`src/rtl/fetch_unit.sv`:
```
`default_nettype none
// ============================================================================
// Module   : fetch_unit
// Purpose  : PC owner and 2-entry fetch buffer feeding decode over valid/ready.
// Revision : 1.0 - initial release
// ============================================================================
module fetch_unit #(
  parameter int          Nloc     = 64,
  parameter int          Dbits    = 32,
  parameter logic [31:0] RESET_PC = 32'h0040_0000
) (
  input  logic                    clock,
  input  logic                    reset,
  output logic [$clog2(Nloc)-1:0] imem_addr,
  input  logic [Dbits-1:0]        imem_instr,
  input  logic                    redirect,
  input  logic [Dbits-1:0]        redirect_pc,
  output logic                    out_valid,
  input  logic                    out_ready,
  output logic [Dbits-1:0]        out_instr,
  output logic [Dbits-1:0]        out_pc,
  output logic [Dbits-1:0]        out_pc_plus4
);

  localparam int c_AW = $clog2(Nloc);

  logic [Dbits-1:0] r_fetch_pc;
  logic [Dbits-1:0] r_instr [2];
  logic [Dbits-1:0] r_pc    [2];
  logic             r_rd_ptr;
  logic             r_wr_ptr;
  logic [1:0]       r_count;

  logic             w_pop;
  logic             w_push;
  logic [Dbits-1:0] w_redirect_target;

  assign imem_addr         = r_fetch_pc[c_AW+1:2];
  assign out_valid         = (r_count != 2'd0);
  assign w_pop             = out_valid & out_ready;
  // A full buffer may only accept a new word when the head leaves this cycle.
  assign w_push            = ~redirect & ((r_count < 2'd2) | w_pop);
  assign w_redirect_target = redirect_pc & ~Dbits'(3);

  assign out_instr    = r_instr[r_rd_ptr];
  assign out_pc       = r_pc[r_rd_ptr];
  assign out_pc_plus4 = r_pc[r_rd_ptr] + Dbits'(4);

  always_ff @(posedge clock) begin
    if (reset) begin
      r_fetch_pc <= Dbits'(RESET_PC);
      r_rd_ptr   <= 1'b0;
      r_wr_ptr   <= 1'b0;
      r_count    <= 2'd0;
      for (int i = 0; i < 2; i++) begin
        r_instr[i] <= '0;
        r_pc[i]    <= '0;
      end
    end else if (redirect) begin
      // Flush; any concurrent pop is simply absorbed by the flush.
      r_fetch_pc <= w_redirect_target;
      r_rd_ptr   <= 1'b0;
      r_wr_ptr   <= 1'b0;
      r_count    <= 2'd0;
    end else begin
      if (w_push) begin
        r_instr[r_wr_ptr] <= imem_instr;
        r_pc[r_wr_ptr]    <= r_fetch_pc;
        r_wr_ptr          <= ~r_wr_ptr;
        r_fetch_pc        <= r_fetch_pc + Dbits'(4);
      end
      if (w_pop) begin
        r_rd_ptr <= ~r_rd_ptr;
      end
      r_count <= r_count + {1'b0, w_push} - {1'b0, w_pop};
    end
  end

endmodule
`default_nettype wire
```
`config.mk`:
```
export PLATFORM = sky130hd
export DESIGN_NAME = fetch_unit
export DESIGN_NICKNAME = d
export VERILOG_FILES = /design/src/rtl/fetch_unit.sv
export SDC_FILE = /design/constraint.sdc
export NUM_CORES = 1
export LEC_CHECK = 0
export CAP_MARGIN = 15
export CORE_MARGIN = 4
export CORE_UTILIZATION = 35
export DETAILED_ROUTE_END_ITERATION = 10
export PLACE_DENSITY = 0.55
export RECOVER_POWER = 100
export SLEW_MARGIN = 20
export SYNTH_ARGS = -nofsm -noshare
export SYNTH_HDL_FRONTEND = slang
export SYNTH_SLANG_ARGS = --single-unit
```
`constraint.sdc`:
```
create_clock -name clock -period 7.85 [get_ports clock]
set_input_delay 1.9625 -clock clock [delete_from_list [all_inputs] [get_ports clock]]
set_output_delay 1.9625 -clock clock [all_outputs]
set_load 0.02 [all_outputs]
```
==> flow_summary.html <==
<table>
<tr><th>Metric</th><th>Value</th></tr>
<tr><th colspan="2">Outcome</th></tr>
<tr><td>Outcome</td><td>finished with violations</td></tr>
<tr><td>Violations in the final reports</td><td>max-capacitance violations, max-slew violations</td></tr>
<tr><th colspan="2">Floorplan</th></tr>
<tr><td>Width of the chip</td><td>158 um</td></tr>
<tr><td>Area enclosed by the die boundary</td><td>0.0251 mm2</td></tr>
<tr><td>Area of the placeable core</td><td>0.0220 mm2</td></tr>
<tr><td>Initial core utilization</td><td>35.9%</td></tr>
<tr><td>Die Span Y</td><td>158 um</td></tr>
<tr><td>I/O pins</td><td>171</td></tr>
<tr><td>Site Rows</td><td>54</td></tr>
<tr><th colspan="2">Cells and area</th></tr>
<tr><td>Cell Count, Final, Fillers Out</td><td>1125</td></tr>
<tr><td>Antenna cell count</td><td>0</td></tr>
<tr><td># nets final</td><td>904</td></tr>
<tr><td>Fin area</td><td>0.0103 mm2</td></tr>
<tr><td>Fillcell total</td><td>2023</td></tr>
<tr><td>Fraction of layout instances using a drive strength above 1</td><td>9.70%</td></tr>
<tr><td>Layout area overhead</td><td>30.4%</td></tr>
<tr><th colspan="2">Pwr</th></tr>
<tr><td>Max IR drop VDD</td><td>127 uV</td></tr>
<tr><td>Power per unit of standard cell area</td><td>204 mW/mm2</td></tr>
<tr><td>Fraction of power consumed by sequential logic</td><td>47.2%</td></tr>
<tr><td>Lkg Pwr</td><td>3.94 nW</td></tr>
<tr><td>Net switching share of the total power</td><td>24.9%</td></tr>
<tr><td>NetSw</td><td>0.000525 W</td></tr>
<tr><td>Combinational share of power</td><td>14.0%</td></tr>
<tr><td>Final Total Pwr</td><td>0.00211 W</td></tr>
<tr><td>Clock share of power</td><td>38.8%</td></tr>
<tr><td>Internal power component</td><td>0.00158 W</td></tr>
<tr><th colspan="2">Timing</th></tr>
<tr><td>Slew at the pin closest to its max-slew limit</td><td>2.53 ns</td></tr>
<tr><td>Max frequency</td><td>155 MHz</td></tr>
<tr><td>Post-route clock period utilization</td><td>82.4%</td></tr>
<tr><td>Final-report max-slew violation count</td><td>105</td></tr>
<tr><td>Count of final hold-check violations</td><td>0</td></tr>
<tr><td>Setup Viol. Count Final</td><td>0</td></tr>
<tr><td>Final Skew</td><td>0.0129 ns</td></tr>
<tr><td>Setup repair after global routing missed its margin</td><td>no</td></tr>
<tr><td>Setup Total Neg Slack</td><td>0 ns</td></tr>
<tr><td>Crit path setup slack, layout</td><td>1.38 ns</td></tr>
<tr><td>Headroom to the max-slew limit</td><td>-69.0%</td></tr>
<tr><td>Clock period minus final worst setup slack</td><td>6.47 ns</td></tr>
<tr><th colspan="2">Synth</th></tr>
<tr><td>Synthesized area per cell</td><td>11.6 um2</td></tr>
<tr><td>Sequential share of the synthesized area</td><td>55.9%</td></tr>
<tr><td>Number of synthesized flops with an enable pin</td><td>124</td></tr>
<tr><td>Cell count after synthesis</td><td>683</td></tr>
<tr><td>Share of flip-flops with an asynchronous set or reset</td><td>0%</td></tr>
<tr><td>Yosys warning count</td><td>0</td></tr>
<tr><td>Register bit count reported by yosys</td><td>159</td></tr>
<tr><td>Unique masters post-synth</td><td>50</td></tr>
<tr><td>Cell Area, Synth</td><td>0.00792 mm2</td></tr>
<tr><td>Commonest register cell after synthesis</td><td>sky130_fd_sc_hd__edfxtp_1</td></tr>
<tr><th colspan="2">Critical path</th></tr>
<tr><td>Largest stage delay on the critical path</td><td>1.28 ns</td></tr>
<tr><td>Kind of cell adding the most delay to the critical path</td><td>flip-flops</td></tr>
<tr><td>Req. time, crit path</td><td>5.89 ns</td></tr>
<tr><td>Category of the most critical setup path</td><td>register to output pin</td></tr>
<tr><td>Kind of start point of the critical path</td><td>register</td></tr>
<tr><td>Crit end category</td><td>output pin</td></tr>
<tr><td>Slowest cell on the critical path</td><td>sky130_fd_sc_hd__dfxtp_1</td></tr>
<tr><td>Critical path cell sequence</td><td>nand4_1 -&gt; a222oi_1 -&gt; nand4_2 -&gt; nor4_1 -&gt; xor2_1 -&gt; clkdlybuf4s50_1</td></tr>
<tr><td>Crit-path max FO</td><td>31</td></tr>
<tr><td>Critical Path AT</td><td>4.51 ns</td></tr>
<tr><td>Sum of buffers and inverters on the critical path</td><td>1</td></tr>
<tr><th colspan="2">CTS</th></tr>
<tr><td>Sinks on Clock Net</td><td>159</td></tr>
<tr><td>Clock H-tree levels</td><td>4</td></tr>
<tr><td>Resized cells post-CTS</td><td>0</td></tr>
<tr><td>Root Driver</td><td>sky130_fd_sc_hd__clkbuf_16</td></tr>
<tr><td>Number of hold buffers added after cts</td><td>0</td></tr>
<tr><td>Buffers from clock root to sink, at most</td><td>2</td></tr>
<tr><td>CTS tree</td><td>yes</td></tr>
<tr><td>Setup repair bufs after CTS</td><td>0</td></tr>
<tr><td>Clock-pin slew of the registers on the worst-case setup and hold paths</td><td>0.07 ns</td></tr>
<tr><td>CTS Buf Count</td><td>17</td></tr>
<tr><td>Clock latency at the later pin of the worst-skew pair</td><td>0.42 ns</td></tr>
<tr><th colspan="2">GRT</th></tr>
<tr><td>Global-route wire length before repair</td><td>29800 um</td></tr>
<tr><td>Antenna violations before repair</td><td>0</td></tr>
<tr><td>Grt met3 use</td><td>2.88%</td></tr>
<tr><td>Global-route usage over all layers</td><td>15.1%</td></tr>
<tr><td>Via count of the first global-routing pass</td><td>5615</td></tr>
<tr><td>Global-route met2 utilization</td><td>26.1%</td></tr>
<tr><td>Pin count of the biggest net entering global routing</td><td>86</td></tr>
<tr><td>Layer with the highest usage after global routing</td><td>met2</td></tr>
<tr><td>Overflow left after global routing</td><td>0</td></tr>
<tr><td>Met1 track demand over resource in global routing</td><td>19.0%</td></tr>
<tr><th colspan="2">Route</th></tr>
<tr><td>Routed wire length per instance</td><td>16.9 um</td></tr>
<tr><td>Number of optimization iterations in the first detailed-route pass</td><td>5</td></tr>
<tr><td>DRC errors left</td><td>0</td></tr>
<tr><td>First-iteration detailed-routing DRC count</td><td>284</td></tr>
<tr><td>Total wire length</td><td>19000 um</td></tr>
<tr><td>Routed Antenna Nets</td><td>0</td></tr>
<tr><td>Vias after detailed routing</td><td>5514</td></tr>
<tr><td>Via density per instance</td><td>4.90</td></tr>
<tr><th colspan="2">Place</th></tr>
<tr><td>Post-Place Worst Slack</td><td>2.01 ns</td></tr>
<tr><td>Number of placed instances, taps included</td><td>1092</td></tr>
<tr><td>Area after DPL</td><td>0.00978 mm2</td></tr>
<tr><td>Placed wire-length estimate after detailed placement</td><td>13000 um</td></tr>
<tr><td>Placer Congestion</td><td>0.771</td></tr>
<tr><td>Buffers on Ports</td><td>164</td></tr>
<tr><th colspan="2">Worst hold path</th></tr>
<tr><td>Type of the worst min-delay path</td><td>register to register</td></tr>
<tr><th colspan="2">Flow run</th></tr>
<tr><td>Count of max-cap constraint violations</td><td>2</td></tr>
</table>
-- placed cells by master (no fill, tap or decap), drive strengths merged, types with 2 or more instances in the layout --
cell and n:
and2 127, edfxtp 124, dlygate4sd3 87, clkdlybuf4s50 77
mux2 51, nand2 46, dfxtp 35, nor2 34
xor2 27, clkbuf 26, xnor2 24, inv 22
nand3 20, nand4 19, a211oi 18, mux2i 13
nor3 13, a21oi 12, o21ai 9, nor4 5
and3 5, or3 5, a311oi 5, nand4b 5
ha 4, conb 4, clkinv 3, buf 3
nor4b 2, nor2b 2, nor3b 2, and4 2
or2 2
-- logic make-up after synthesis --
kind of cell               after synthesis  synth area share, %
muxes                                   64                 8.90
AOI/OAI and AO/OA                       52                 4.41
adders and majority gates                4                0.632
other                                    1               0.0474
xor gates and xnor gates                51                 5.64
and+or+nand+nor                        292                 21.0
DFF                                    159                 55.9
buffers and inverters                   60                 3.52
-- tightest hold or removal path, delay by kind of cell (launching register included) --
| family | cells | cell delay, ns |
|---|---|---|
| AO/OA/AOI/OAI | 2 | 0.16 |
| flip-flops | 1 | 0.34 |
-- power by group through the flow --
| stage | clock (W) | sequential, W | combinational (W) |
|---|---|---|---|
| after global placement | 0 | 0.00101 | 0.000310 |
| after floorplan | 0 | 0.00100 | 0.000170 |
| final | 0.000819 | 0.000996 | 0.000294 |
| after detailed placement | 0 | 0.00102 | 0.000313 |
| after CTS | 0.000845 | 0.000998 | 0.000315 |
| after global routing | 0.000883 | 0.00100 | 0.000318 |
-- area by class of cell --
type / count / area (um2) / share of cell area, %
inverter: 15 / 56.3 / 0.545
timing repair buffer: 172 / 1700 / 16.5
tap: 280 / 350 / 3.39
multi-input combinational: 467 / 3200 / 31.0
sequential: 159 / 4420 / 42.8
clock buffer: 21 / 493 / 4.77
clock inverter: 11 / 93.8 / 0.909
-- registers in the layout (all words and copies together), names as in the netlist, named ones only --
register / count
r_instr: 64
r_pc: 60
r_fetch_pc: 30
r_count: 2
r_rd_ptr: 1
r_wr_ptr: 1
-- stage by stage --
stage / hold WS, ns / utilization (%)
global route: 0.583 / 46.9
floorplan: 0.486 / -
global placement: 0.530 / 44.4
CTS: 0.548 / 47.1
finish: 0.549 / 46.9
detailed placement: 0.539 / 44.4
-- per-layer routing --
layer | wire length (um) | part of all wire, %
met2 | 9310 | 49
met1 | 8500 | 45
met5 | 0 | 0
met3 | 864 | 4.6
met4 | 310 | 1.6
-- synth_stat cells (all sizes together) (2+ instances only) --
| library cell | number | area share, % |
|---|---|---|
| ha | 4 | 0.63 |
| nand3 | 20 | 1.3 |
| a211oi | 18 | 1.7 |
| a311oi | 5 | 0.55 |
| mux2 | 51 | 7.3 |
| nor3 | 13 | 0.95 |
| nor4b | 2 | 0.30 |
| nand4 | 19 | 1.6 |
| edfxtp | 124 | 47 |
| nor3b | 2 | 0.19 |
| and4 | 2 | 0.22 |
| inv | 14 | 0.66 |
| clkbuf | 26 | 1.2 |
| or2 | 2 | 0.16 |
| and3 | 5 | 0.40 |
| or3 | 5 | 0.40 |
| xor2 | 27 | 3.0 |
| o21ai | 9 | 0.57 |
| a21oi | 12 | 0.76 |
| buf | 19 | 1.6 |
| mux2i | 13 | 1.6 |
| nand4b | 5 | 0.74 |
| nor2b | 2 | 0.16 |
| nor4 | 5 | 0.47 |
| xnor2 | 24 | 2.7 |
| nand2 | 46 | 2.2 |
| dfxtp | 35 | 8.9 |
| nor2 | 34 | 1.6 |
| and2 | 127 | 10 |
-- worst paths after layout --
kind                                     from                           end  slack (ns)  cells past startpoint
hold / removal    r_fetch_pc[29]$_SDFFE_PP0P_   r_fetch_pc[29]$_SDFFE_PP0P_        0.55                      2
hold reg to reg   r_fetch_pc[29]$_SDFFE_PP0P_   r_fetch_pc[29]$_SDFFE_PP0P_        0.55                      2
setup / recovery                     register              out_pc_plus4[29]        1.38                      6
setup reg to reg        r_count[1]$_SDFF_PP0_  r_instr[1][11]$_SDFFCE_PN0P_        4.38                      6
No activity file was read; power rests on OpenSTA's default activity.
